--- src/rtl/async_fifo_rd_packer.sv ---
// async_fifo_rd_packer: pops narrow FIFO words and packs RATIO of them into one wide valid/ready word.
module async_fifo_rd_packer #(
  parameter int IN_WIDTH  = 8,
  parameter int RATIO     = 4,
  parameter int OUT_WIDTH = IN_WIDTH * RATIO
) (
  input  logic                 clk,
  input  logic                 reset_async,
  input  logic                 i_fifo_empty,
  output logic                 o_fifo_rd_en,
  input  logic [IN_WIDTH-1:0]  iv_fifo_dout,
  input  logic                 i_flush,
  output logic                 o_valid,
  input  logic                 i_ready,
  output logic [OUT_WIDTH-1:0] ov_dout,
  output logic [RATIO-1:0]     ov_byte_en
);
  localparam int CW = $clog2(RATIO + 1);
  localparam int LW = $clog2(RATIO);
  logic [RATIO-1:0][IN_WIDTH-1:0] acc_q, acc_d, part;
  logic [CW-1:0] cnt_q, cnt_d;
  logic pending_q, pending_d, flush_pend_q, flush_pend_d, valid_q, valid_d;
  logic [OUT_WIDTH-1:0] dout_q, dout_d;
  logic [RATIO-1:0] be_q, be_d, be_part;
  logic out_free, full;
  always_comb begin
    out_free = !valid_q || i_ready;
    o_fifo_rd_en = !reset_async && !i_fifo_empty && !flush_pend_q && (cnt_q + CW'(pending_q) < CW'(RATIO));
    pending_d = o_fifo_rd_en;
    acc_d = acc_q;
    cnt_d = cnt_q;
    if (pending_q) begin
      acc_d[cnt_q[LW-1:0]] = iv_fifo_dout;
      cnt_d = cnt_q + CW'(1);
    end
    for (int k = 0; k < RATIO; k++) begin
      part[k] = (k < int'(cnt_q)) ? acc_q[k] : '0;
      be_part[k] = k < int'(cnt_q);
    end
    full = cnt_d == CW'(RATIO);
    valid_d = valid_q && !i_ready;
    dout_d = dout_q;
    be_d = be_q;
    if (full && out_free) begin
      valid_d = 1'b1;
      dout_d = acc_d;
      be_d = '1;
      cnt_d = '0;
    end else if (flush_pend_q && !pending_q && cnt_q != '0 && out_free) begin
      valid_d = 1'b1;
      dout_d = part;
      be_d = be_part;
      cnt_d = '0;
    end
    // a pending flush retires once no read is in flight and any held word has been handed off
    flush_pend_d = flush_pend_q ? (pending_q || (cnt_q != '0 && !out_free)) : i_flush;
  end
  always_ff @(posedge clk or posedge reset_async) begin
    if (reset_async) begin
      acc_q <= '0;
      cnt_q <= '0;
      pending_q <= 1'b0;
      flush_pend_q <= 1'b0;
      valid_q <= 1'b0;
      dout_q <= '0;
      be_q <= '0;
    end else begin
      acc_q <= acc_d;
      cnt_q <= cnt_d;
      pending_q <= pending_d;
      flush_pend_q <= flush_pend_d;
      valid_q <= valid_d;
      dout_q <= dout_d;
      be_q <= be_d;
    end
  end
  assign o_valid = valid_q;
  assign ov_dout = dout_q;
  assign ov_byte_en = be_q;
endmodule
--- config.mk ---
export PLATFORM = sky130hd
export DESIGN_NAME = async_fifo_rd_packer
export DESIGN_NICKNAME = d
export VERILOG_FILES = /design/src/rtl/async_fifo_rd_packer.sv
export SDC_FILE = /design/constraint.sdc
export NUM_CORES = 1
export LEC_CHECK = 0
export ABC_AREA = 1
export BUFFER_PORTS_ARGS = -buffer_cell sky130_fd_sc_hd__buf_2
export CELL_PAD_IN_SITES_DETAIL_PLACEMENT = 1
export CELL_PAD_IN_SITES_GLOBAL_PLACEMENT = 1
export CORE_MARGIN = 4
export CORE_UTILIZATION = 35
export CTS_BUF_LIST = sky130_fd_sc_hd__clkbuf_16
export DETAILED_ROUTE_END_ITERATION = 16
export MAX_ROUTING_LAYER = met4
export PLACE_DENSITY_LB_ADDON = 0.1
export SLEW_MARGIN = 20
export SYNTH_ARGS = -nofsm -noshare
export SYNTH_HDL_FRONTEND = slang
export SYNTH_SLANG_ARGS = --single-unit
--- constraint.sdc ---
create_clock -name clk -period 5.2 [get_ports clk]
set_input_delay 0.26 -clock clk [delete_from_list [all_inputs] [get_ports clk]]
set_output_delay 0.26 -clock clk [all_outputs]
set_load 0.05 [all_outputs]
# After elaboration in Yosys (flattened, before gate mapping)
# Index checks and enable logic that the tools add are counted.
# word_totals
reg_bits	74
inputBits	13
elab_cells	59
# classes
add_sub_neg	2
magnitude_cmp	7
n_eq_ne	1
mux	18
n_reduce_logical	21
# ops
cell	n
32-bit 2-to-1 mux	3
8-bit 2-to-1 mux	5
32-bit bitwise mux	1
8-bit demux with 2-bit select	1
1-bit logical AND	10
3-bit 2-to-1 mux	3
4-bit 2-to-1 mux	2
1-bit logical NOT	7
1-bit by 3-bit less-than comparator with 1-bit output (first input constant)	2
2-bit by 3-bit less-than comparator with 1-bit output (first input constant)	2
3-bit by 1-bit adder with 3-bit output	1
3-bit by 1-bit adder with 3-bit output (second input constant)	1
3-bit equality test (second input constant)	1
2-bit by 3-bit less-than comparator with 1-bit output (second input constant)	1
3-bit less-than comparator (second input constant)	1
1-bit 2-to-1 mux	3
3-bit nonzero test	1
2-bit by 1-bit >= comparator with 1-bit output (second input constant)	1
1-bit logical OR	2
2-bit nonzero test	1

# Depth between registers and ports, before layout
# Gate-level depths: netlist of run 1.
# depth
word_depth	7
mapped_depth	10
mapped_depth_nobuf	9

# Worst setup path after synthesis of run 1
# Ideal clock, no wire load.
# synth_path
path_kind	input port to output port
start	input reset_async
end	output o_fifo_rd_en
arrival_time_ns	3.112
required_ns	4.940
slack_ns	1.828
path_stages	3
n_path_buf	0
cell_sequence	inv_1 nand2_1 nor3_1
# synth_via
elab_chain_cells	4
# synth_rtl
element	line_no	rtl
start: declaration	8	input logic reset_async,
1-bit logical NOT (no source line)	n/a	
1-bit logical AND (3 in series)	28	o_fifo_rd_en = !reset_async && !i_fifo_empty && !flush_pend_q && (cnt_q + CW'(pending_q) < CW'(RATIO));
end: declaration	10	output logic o_fifo_rd_en,
# Every way passes these cells.

# Worst setup path after layout of run 1
# layout_path
start	register cnt_q[0]
end	register dout_q[0], in the netlist ov_dout[0]
# layout_via
elab_chain_cells	7
word_cells_on_any_way	19
classes_between	1 x add/sub; 3 x order compare; 1 x eq/ne; 8 x mux; 6 x reduce/logical
# layout_rtl
element	line_no	rtl
start: declaration	21	logic [CW-1:0] cnt_q, cnt_d;
start signal: assignment	69	cnt_q <= cnt_d;
2-bit by 3-bit less-than comparator with 1-bit output (implied by the code) / 2-bit by 1-bit >= comparator with 1-bit output (equally long branches)	33	acc_d[cnt_q[LW-1:0]] = iv_fifo_dout;
1-bit logical AND (implied by the code)	33	
8-bit 2-to-1 mux (implied by the code)	33	
8-bit demux with 2-bit select	33	
32-bit bitwise mux	33	
32-bit 2-to-1 mux	32	if (pending_q) begin
32-bit 2-to-1 mux	44	if (full && out_free) begin
end signal: assignment	73	dout_q <= dout_d;
end: declaration	23	logic [OUT_WIDTH-1:0] dout_q, dout_d;
# Parallel ways exist; a longest one is shown, timed or not. The select of a mux whose other input is x is not followed.
# A chain may end at the register's enable or synchronous reset.

==> results by group, run 1 <==
Synthesis
  – Post-synthesis register bit count: 74
  – Distinct cell type count after synthesis: 21
  – Seq/Total Area, Yosys: 0.508
  – Avg Synthesized Cell Area: 8.43 um^2
  – Mapped Nets: 450
  – Instance count of the mapped netlist: 432
  – Total standard cell area after synthesis: 0.00364 mm^2
  – Count of yosys warnings during synthesis: 0

Worst setup path
  – Required arrival time at the worst endpoint: 5400 ps
  – Endpoint arrival time on the critical path: about 2800 ps
  – CP Launch Type: flip-flop
  – Number of logic stages on the critical path including buffering: 7
  – Capturing instance or port of the critical path: ov_dout[0]
  – Peak per-stage delay on the critical path: just under 700 ps
  – CP top delay family: simple AND/OR/NAND/NOR gates
  – End of the worst register-to-register path: ov_dout[0]
  – Slowest cell on crit path: sky130_fd_sc_hd__nand3_4
  – Critical path, cell by cell: ha_1 -> nand2_4 -> nand2_2 -> nand2_4 -> nand3_4 -> nand3_1 -> nand3_1
  – Maximum net fanout on the critical path: 70
  – Critical R2R Launch: cnt_q[0]
  – Critical Path Start: cnt_q[0]
  – Worst reg-to-reg path cell count: 7
  – Path type of the worst setup path: reg2reg
  – Register-to-Register Setup Slack: between 2000 and 3000 ps
  – Worst Setup End Kind: flip-flop
  – Sum of buffers and inverters on the critical path: 0

Layout
  – Top library cells by usage in the layout, fill and taps aside: 115 x sky130_fd_sc_hd__nand2_1, 101 x sky130_fd_sc_hd__nand3_1, 74 x sky130_fd_sc_hd__dfrtp_1, 50 x sky130_fd_sc_hd__buf_2, 35 x sky130_fd_sc_hd__nor2_1
  – Fraction of layout instances using a drive strength above 1: 0.167
  – Post-route cell area: just over 0.004 mm^2
  – Number of diodes added for antenna fixing: 0
  – Cell Count, Final, Fillers Out: ~600
  – Relative area change from synthesis to final layout: 12.8%
  – Leading cell type in the layout, fill and taps excluded: sky130_fd_sc_hd__nand2_1
  – Net count, final: roughly 500

CTS
  – Clock transition time at the flip-flop clock pins of the worst setup and hold paths: ~60 ps
  – Clock root cell: sky130_fd_sc_hd__clkbuf_16
  – Number of buffers created by CTS: 9
  – Sink count of the clock tree: 74
  – # resized after CTS: 0
  – Worst-Skew Late Latency: about 330 ps
  – Largest buffer count on any clock path: 2
  – Setup bufs post-CTS: 0
  – Clock tree from TritonCTS: done
  – Number of H-tree levels: 3
  – Number of buffers inserted for hold repair after clock tree synthesis: 0

Floorplan
  – Total Die Area: 0.0121 mm^2
  – Starting Density: 0.366
  – I/O pin total: 51
  – Standard-cell row count: 36
  – Die Ht: around 110 um
  – Horiz. Die Dim: 110 um
  – Core box area: 0.00995 mm^2

Placed design
  – Post-place instance area: 0.00383 mm^2
  – Number of buffers inserted by port buffering: 50
  – Cell count after placement: 590
  – Gpl congestion: roughly 0.8
  – HPWL after detailed placement: a little over 6000 um

Global routing
  – Global-route wire length before repair: approximately 16000 um
  – Maximum number of pins on one net before global-route repair: 71
  – Overflow left after global routing: 0
  – GRT Overall Usage: 0.184
  – Initial antenna violation count: 0
  – Vias in the first global route: roughly 3.2k

STA
  – Maximum clock skew at final layout: just over 6 ps
  – Setup violators final: 0
  – RSZ-0062 raised after global routing: false
  – Final clock period utilization by the worst path: 0.495
  – Final critical path time including I/O delays and setup: roughly 2600 ps
  – Actual transition at the worst max-transition pin: 817 ps
  – Max Freq: 388 MHz
  – Worst hold slack: around 76 ps
  – Setup_tns: 0 ps
  – Slew Limit Headroom: 0.454
  – Endpoints failing hold: 0
  – Number of pins exceeding their max-slew limit in the final report: 0

Worst hold path
  – Type of the most critical hold path: in2async

Power and ir drop
  – Static Leakage: roughly 2.1 nW
  – Power density over cell area: 700 mW/mm^2
  – Maximum resistive drop on vdd: about 0.25 mV
  – Final Total Pwr: between 2 and 3 mW

Flow run
  – Maximum capacitance violations: 0

Detailed routing
  – Vias post-DR: around 3.0k
  – Final routed DRC violation total: 0
  – Wirelength per Cell: roughly 16 um
  – Final wirelength: just under 10000 um
  – Antenna Nets Post-Route: 0
  – Detailed-routing iteration count for the pre-antenna-repair pass: 4
  – Iter 0 DRT Violations: roughly 120
  – Post-DR vias/cell: 5.02

Outcome
  – Result of the run: completed
## logic make-up (layout without fill, tap and decap cells)
kind of cell    Yosys count  after routing  share of synthesized area
fa+ha+maj                 5              5                     0.0172
flops                    74             74                      0.508
buf+inv                  50             90                     0.0897
compound gates           38             38                     0.0529
simple gates            265            265                      0.332
## cells in the mapped netlist
cell type,count,area [um^2]
sky130_fd_sc_hd__nor2_1,35,131
sky130_fd_sc_hd__nand3_2,2,20.0
sky130_fd_sc_hd__clkbuf_1,1,3.75
sky130_fd_sc_hd__nand2_4,5,56.3
sky130_fd_sc_hd__buf_2,9,45.0
sky130_fd_sc_hd__o21ai_0,29,145
sky130_fd_sc_hd__o211ai_1,1,7.51
sky130_fd_sc_hd__nand3_1,101,505
sky130_fd_sc_hd__nand2_2,2,12.5
sky130_fd_sc_hd__nor3_1,1,5.00
sky130_fd_sc_hd__ha_1,5,62.6
sky130_fd_sc_hd__inv_2,3,11.3
sky130_fd_sc_hd__buf_6,17,191
sky130_fd_sc_hd__nand4_1,1,6.26
sky130_fd_sc_hd__dfrtp_1,74,1850
sky130_fd_sc_hd__o21ai_1,5,25.0
sky130_fd_sc_hd__a21oi_1,3,15.0
sky130_fd_sc_hd__nor2_4,2,22.5
sky130_fd_sc_hd__nand3_4,1,17.5
sky130_fd_sc_hd__inv_1,20,75.1
sky130_fd_sc_hd__nand2_1,115,432
## worst reg2reg max path, delay by kind of cell (launching register included)
family	cells	cell delay [ps]
adders and majority gates	1	280
and+or+nand+nor	6	1760
DFF	1	430
## per-layer routing
| layer | vias up | track usage | wire, um |
|---|---|---|---|
| met1 | 1499 | 0.241 | 4810 |
| met3 | 10 | 0.0268 | 274 |
| met4 | 0 | 0.0641 | 114 |
| met5 | - | - | 0 |
| met2 | 53 | 0.292 | 4610 |
| li1 | 1477 | - | - |
## state kept, by name, summed over array words and instances, names as in the netlist
| register | cells |
|---|---|
| o_valid | 1 |
| flush_pend_q | 1 |
| cnt_q | 3 |
| acc_q | 32 |
| ov_byte_en | 4 |
| pending_q | 1 |
| ov_dout | 32 |
## power breakdown
part	total (mW)	leakage, nW	internal (mW)	switching [mW]
clock network	0.589	0.139	0.361	0.228
registers	0.979	0.925	0.825	0.154
logic	1.31	1.04	0.312	0.996
total	2.88	2.11	1.50	1.38
## stage by stage
step | worst slack (ps) | util
after floorplan | 1830 | -
after global placement | 2660 | 0.385
after detailed placement | 2570 | 0.385
after CTS | 2560 | 0.413
after global routing | 2360 | 0.413
final | 2630 | 0.413
## layout make-up
class / count / area (um^2)
fill: 1244 / 5850
sequential: 74 / 1850
multi-input combinational: 308 / 1460
timing repair buffer: 52 / 265
clock buffer: 9 / 225
tap: 133 / 166
inverter: 23 / 86.3
clock inverter: 6 / 50.0
## how the worst min path moves through the flow
stage / to / slack, ps / startpoint
6_report: ov_dout[7] / 80 / reset_async
3_5_place_dp: ov_dout[5] / 450 / reset_async
3_3_place_gp: ov_dout[5] / 460 / reset_async
5_1_grt: ov_dout[11] / 150 / reset_async
4_1_cts: ov_dout[11] / 100 / reset_async
2_1_floorplan: flush_pend_q / 410 / i_flush
Power figures use the tool's default switching activity.
==> run 2, diff against run 1 <==
- clock period: 5.2 -> 2.4 ns (I/O delays scaled with it)
==> results by group, run 2 (same netlist as run 1, synthesis figures left out) <==
Global routing
  – Initial antenna violation count: 0 (unchanged)
  – Maximum number of pins on one net before global-route repair: 75 (+5.6%)
  – GRT met2 Usage: 0.295 (+0.00217)
  – GRT Overall Usage: 0.186 (+0.00224)
  – Vias in the first global route: 3155 (-0.60%)
  – Grt peak-use layer: met2
  – Overflow left after global routing: 0 (unchanged)
  – Global routing met1 resource utilization: 0.240 (-0.00122)
  – Global-route wire length before repair: 16500 um (+0.25%)
  – Global Route met3 Usage: 0.0396 (+0.0128)

Floorplan
  – Standard-cell row count: 36 (unchanged)
  – Die Ht: 110 um (unchanged)
  – Core box area: 0.00995 mm^2 (unchanged)
  – Horiz. Die Dim: 110 um (unchanged)
  – I/O pin total: 51 (unchanged)
  – Starting Density: 0.366 (unchanged)
  – Total Die Area: 0.0121 mm^2 (unchanged)

STA
  – Endpoints failing hold: 0 (unchanged)
  – Final critical path time including I/O delays and setup: 1870 ps (-707 ps)
  – Actual transition at the worst max-transition pin: 460 ps (-356 ps)
  – Max Freq: 535 MHz (+38%)
  – RSZ-0062 raised after global routing: false
  – Setup_tns: 0 ps (unchanged)
  – Slew Limit Headroom: 0.693 (+0.239)
  – Maximum clock skew at final layout: 8.84 ps (+2.71 ps)
  – Setup violators final: 0 (unchanged)
  – Final clock period utilization by the worst path: 0.778 (+0.283)
  – Number of pins exceeding their max-slew limit in the final report: 0 (unchanged)

CTS
  – Number of buffers inserted for hold repair after clock tree synthesis: 1 (+1)
  – Number of H-tree levels: 3 (unchanged)
  – Clock tree from TritonCTS: done
  – Number of buffers created by CTS: 9 (unchanged)
  – Setup bufs post-CTS: 0 (unchanged)
  – Clock root cell: sky130_fd_sc_hd__clkbuf_16
  – # resized after CTS: 0 (unchanged)
  – Clock transition time at the flip-flop clock pins of the worst setup and hold paths: 60 ps (about the same)
  – Sink count of the clock tree: 74 (unchanged)
  – Worst-Skew Late Latency: 340 ps (about the same)
  – Largest buffer count on any clock path: 2 (unchanged)

Detailed routing
  – Antenna Nets Post-Route: 0 (unchanged)
  – Final routed DRC violation total: 0 (unchanged)
  – Final wirelength: 9960 um (+1.5%)
  – Vias post-DR: 3060 (+0.69%)
  – Post-DR vias/cell: 4.98 (-0.78%)
  – Wirelength per Cell: 16.2 um (about the same)
  – Iter 0 DRT Violations: 145 (+22%)
  – Detailed-routing iteration count for the pre-antenna-repair pass: 4 (unchanged)

Layout
  – Net count, final: 494 (+1.6%)
  – Relative area change from synthesis to final layout: 16.5%
  – Fraction of layout instances using a drive strength above 1: 0.187 (+0.0197)
  – Leading cell type in the layout, fill and taps excluded: sky130_fd_sc_hd__nand2_1
  – Fill cell instance count of the final layout: 1185 (-4.7%)
  – Top library cells by usage in the layout, fill and taps aside: 115 x sky130_fd_sc_hd__nand2_1, 101 x sky130_fd_sc_hd__nand3_1, 74 x sky130_fd_sc_hd__dfrtp_1, 50 x sky130_fd_sc_hd__buf_2, 35 x sky130_fd_sc_hd__nor2_1
  – Number of diodes added for antenna fixing: 0 (unchanged)

Placed design
  – Gpl congestion: 0.795 (-0.68%)
  – Number of buffers inserted by port buffering: 50 (unchanged)
  – HPWL after detailed placement: 6230 um (+1.6%)

Worst setup path
  – Path type of the worst setup path: reg2reg
  – Maximum net fanout on the critical path: 41 (-41%)
  – Endpoint arrival time on the critical path: 2140 ps (-640 ps)
  – Required arrival time at the worst endpoint: 2670 ps (-2730 ps)
  – CP Launch Type: flip-flop
  – Worst Setup End Kind: flip-flop

Power and ir drop
  – Power density over cell area: 1530 mW/mm^2 (+120%)
  – Maximum resistive drop on vdd: 0.513 mV (+100%)
  – Static Leakage: 2.17 nW (+3.2%)
  – Final Total Pwr: 6.50 mW (+130%)

Worst hold path
  – Type of the most critical hold path: in2reg

Flow run
  – Maximum capacitance violations: 0 (unchanged)

Outcome
  – Result of the run: completed
## run 2: final timing paths
| check | startpoint | slack [ps] | endpoint | cells after the start |
|---|---|---|---|---|
| worst max-delay path | cnt_q[1] | 530 | ov_dout[22] | 8 |
| worst min-delay path | i_fifo_empty | 40 | pending_q | 4 |
| worst max register to register | cnt_q[1] | 530 | ov_dout[22] | 8 |
| worst min register to register | ov_dout[11] | 500 | ov_dout[11] | 2 |
| max in group asynchronous | reset_async | 1570 | ov_dout[31] | 4 |
| min in group asynchronous | reset_async | 510 | ov_dout[11] | 4 |
## run 2: critical path, stage by stage (launching register included)
cell,delay [ps]
sky130_fd_sc_hd__dfrtp_1,450
sky130_fd_sc_hd__ha_1,270
sky130_fd_sc_hd__nand2_4,140
sky130_fd_sc_hd__nand2_2,110
sky130_fd_sc_hd__nand2_4,120
sky130_fd_sc_hd__nand3_4,90
sky130_fd_sc_hd__buf_4,390
sky130_fd_sc_hd__nand3_1,130
sky130_fd_sc_hd__nand3_1,100
## run 2: area by class of cell
class / count / area (um^2) / area share
Sequential cell: 74 / 1850 / 0.437
Multi-Input combinational cell: 308 / 1470 / 0.346
Timing Repair Buffer: 60 / 353 / 0.0832
Clock buffer: 9 / 225 / 0.0531
Tap cell: 133 / 166 / 0.0392
Inverter: 23 / 90.1 / 0.0212
Clock inverter: 7 / 86.3 / 0.0204
## run 2: power by group
| part | internal (mW) | total [mW] | switching (mW) |
|---|---|---|---|
| Combinational | 0.763 | 2.98 | 2.21 |
| Sequential | 1.79 | 2.09 | 0.302 |
| Clock | 0.901 | 1.43 | 0.533 |
| Total | 3.45 | 6.50 | 3.05 |
## run 2: through the flow
stage / instance area [um^2] / hold WS (ps) / utilization / std cells / setup WS, ps
global route: 4240 / 39.3 / 0.426 / 614 / 341
finish: 4240 / 39.6 / 0.426 / 614 / 532
global placement: 3920 / 328 / 0.394 / 597 / 598
floorplan: 3650 / 274 / - / 432 / 433
detailed placement: 3920 / 327 / 0.394 / 597 / 549
CTS: 4240 / 33.3 / 0.426 / 614 / 512
## run 2: per-layer routing
| metal | vias up | routed length [um] | part of all wire |
|---|---|---|---|
| li1 | 1497 | - | - |
| met1 | 1496 | 4670 | 0.47 |
| met2 | 56 | 4780 | 0.48 |
| met3 | 11 | 385 | 0.039 |
| met4 | 0 | 121 | 0.012 |
| met5 | - | 0 | 0 |
==> run 3, diff against run 2 <==
- clock period: 2.4 -> 1.8 ns (I/O delays scaled with it)
==> results by group, run 3 (same netlist as run 1, synthesis figures left out) <==
Placed design
  – HPWL after detailed placement: 6470 um (+3.9%)
  – Gpl congestion: 0.755 (-5.0%)
  – Number of buffers inserted by port buffering: 50 (unchanged)

Layout
  – Net count, final: 497 (+0.61%)
  – Top library cells by usage in the layout, fill and taps aside: 115 x sky130_fd_sc_hd__nand2_1, 101 x sky130_fd_sc_hd__nand3_1, 73 x sky130_fd_sc_hd__dfrtp_1, 50 x sky130_fd_sc_hd__buf_2, 35 x sky130_fd_sc_hd__nor2_1
  – Fill cell instance count of the final layout: 1203 (+1.5%)
  – Fraction of layout instances using a drive strength above 1: 0.200 (+0.0133)
  – Utilization of the core after routing: 0.435 (+0.00918)
  – Leading cell type in the layout, fill and taps excluded: sky130_fd_sc_hd__nand2_1
  – Number of diodes added for antenna fixing: 0 (unchanged)
  – Relative area change from synthesis to final layout: 19.0%

Detailed routing
  – Wirelength per Cell: 16.7 um (+3.2%)
  – Final wirelength: 10300 um (+3.7%)
  – Iter 0 DRT Violations: 122 (-16%)
  – Detailed-routing iteration count for the pre-antenna-repair pass: 4 (unchanged)
  – Antenna Nets Post-Route: 0 (unchanged)
  – Vias post-DR: 3116 (+1.8%)
  – Final routed DRC violation total: 0 (unchanged)
  – Post-DR vias/cell: 5.05 (+1.3%)

Worst setup path
  – Path type of the worst setup path: reg2out
  – Maximum net fanout on the critical path: 5 (-88%)
  – Peak per-stage delay on the critical path: 430 ps (-20 ps)
  – Worst Setup End Kind: output port
  – Slowest cell on crit path: sky130_fd_sc_hd__dfrtp_1
  – Sum of buffers and inverters on the critical path: 1 (unchanged)
  – Required arrival time at the worst endpoint: 1710 ps (-960 ps)
  – Register-to-Register Setup Slack: 140 ps (-390 ps)
  – Endpoint arrival time on the critical path: 1600 ps (-540 ps)
  – CP top delay family: flip-flops
  – Critical path, cell by cell: ha_1 -> nand2_1 -> nor2_1 -> nor3_4 -> buf_2
  – CP Launch Type: flip-flop

Global routing
  – Vias in the first global route: 3314 (+5.0%)
  – Overflow left after global routing: 0 (unchanged)
  – Global-route wire length before repair: 17300 um (+4.8%)
  – GRT Overall Usage: 0.196 (+0.00949)
  – Maximum number of pins on one net before global-route repair: 75 (unchanged)
  – Initial antenna violation count: 0 (unchanged)

STA
  – Final critical path time including I/O delays and setup: approximately 1700 ps
  – Number of pins exceeding their max-slew limit in the final report: 0 (unchanged)
  – Setup violators final: 0 (unchanged)
  – Final clock period utilization by the worst path: 0.939
  – Max Freq: about 590 MHz
  – Maximum clock skew at final layout: 7.99 ps (-0.849 ps)
  – Endpoints failing hold: 0 (unchanged)
  – Actual transition at the worst max-transition pin: 461 ps (+1.03 ps)
  – Setup_tns: 0 ps (unchanged)
  – Slew Limit Headroom: 0.692 (-0.00155)
  – RSZ-0062 raised after global routing: false

Power and ir drop
  – Static Leakage: 2.20 nW (+1.3%)
  – Power density over cell area: 2050 mW/mm^2 (+34%)
  – Maximum resistive drop on vdd: 0.656 mV (+28%)

Flow run
  – Maximum capacitance violations: 0 (unchanged)

Worst hold path
  – Type of the most critical hold path: in2reg

CTS
  – Sink count of the clock tree: 74 (unchanged)
  – Number of H-tree levels: 3 (unchanged)
  – Number of buffers created by CTS: 9 (unchanged)
  – Clock transition time at the flip-flop clock pins of the worst setup and hold paths: 60 ps (about the same)
  – Clock root cell: sky130_fd_sc_hd__clkbuf_16
  – Largest buffer count on any clock path: 2 (unchanged)
  – Clock tree from TritonCTS: done
  – Worst-Skew Late Latency: 330 ps (about the same)

Floorplan
  – Standard-cell row count: 36 (unchanged)
  – Horiz. Die Dim: 110 um (unchanged)
  – I/O pin total: 51 (unchanged)
  – Total Die Area: 0.0121 mm^2 (unchanged)
  – Starting Density: 0.366 (unchanged)
  – Die Ht: 110 um (unchanged)
  – Core box area: 0.00995 mm^2 (unchanged)

Outcome
  – Result of the run: completed
[run 3: changes by cell type in the layout (fill, tap and decap cells not counted)]
cell	delta
sky130_fd_sc_hd__buf_12	+4
sky130_fd_sc_hd__clkinvlp_4	+2
sky130_fd_sc_hd__inv_1	-2
sky130_fd_sc_hd__a21oi_1	-1
sky130_fd_sc_hd__a21oi_2	+1
sky130_fd_sc_hd__buf_4	-1
sky130_fd_sc_hd__dfrtp_1	-1
sky130_fd_sc_hd__dfrtp_2	+1
sky130_fd_sc_hd__nor3_2	-1
sky130_fd_sc_hd__nor3_4	+1
[run 3: cell type report]
type,count,area (um^2),share of cell area
multi-input combinational,308,1480,0.341
sequential,74,1850,0.428
timing repair buffer,63,425,0.0982
clock buffer,9,225,0.0520
tap,133,166,0.0384
clock inverter,7,93.8,0.0217
inverter,23,90.1,0.0208
[run 3: worst paths after layout]
| path | endpoint | from | cells past startpoint |
|---|---|---|---|
| setup reg to reg | ov_dout[8] | cnt_q[0] | 10 |
| min in group asynchronous | o_valid | reset_async | 4 |
| hold / removal | flush_pend_q | i_flush | 3 |
| setup / recovery | o_fifo_rd_en | cnt_q[0] | 5 |
| max in group asynchronous | cnt_q[1] | reset_async | 4 |
| hold reg to reg | ov_dout[11] | ov_dout[11] | 2 |
[run 3: repair_timing]
action	4_1_cts	5_1_grt
endpoints found under the hold margin	74	0
setup endpoints to repair	0	7
gates resized for setup	0	2
hold buffers	1	0
setup buffers	0	0
[run 3: layer usage]
metal  wire (um)  vias up  track usage
met2        5110       42        0.321
met1        4860     1560        0.247
met4          89        0       0.0748
met3         264        6       0.0250
li1            -     1508            -
met5           0        -            -
[run 3: worst min-delay path: stages]
cell and delay, ps:
sky130_fd_sc_hd__buf_2 100, sky130_fd_sc_hd__nor2_1 70, sky130_fd_sc_hd__a21oi_1 50
[run 3: power breakdown]
group	leakage [nW]	switching (mW)	internal (mW)
Clock	0.151	0.721	1.21
Combinational	1.13	3.05	1.14
Sequential	0.923	0.392	2.38
[run 3: stage by stage]
| stage | total power [mW] | cells | hold slack [ps] | instance area [um^2] | worst slack (ps) |
|---|---|---|---|---|---|
| 2_1_floorplan | 5.96 | 432 | 244 | 3660 | 14.4 |
| 6_report | 8.90 | 617 | 17.6 | 4330 | 110 |
| 3_3_place_gp | 6.94 | 600 | 287 | 4000 | 143 |
| 3_5_place_dp | 7.02 | 600 | 287 | 4000 | 57.5 |
| 5_1_grt | 9.58 | 617 | 22.8 | 4330 | 9.36 |
| 4_1_cts | 9.03 | 617 | 8.33 | 4330 | 38.6 |
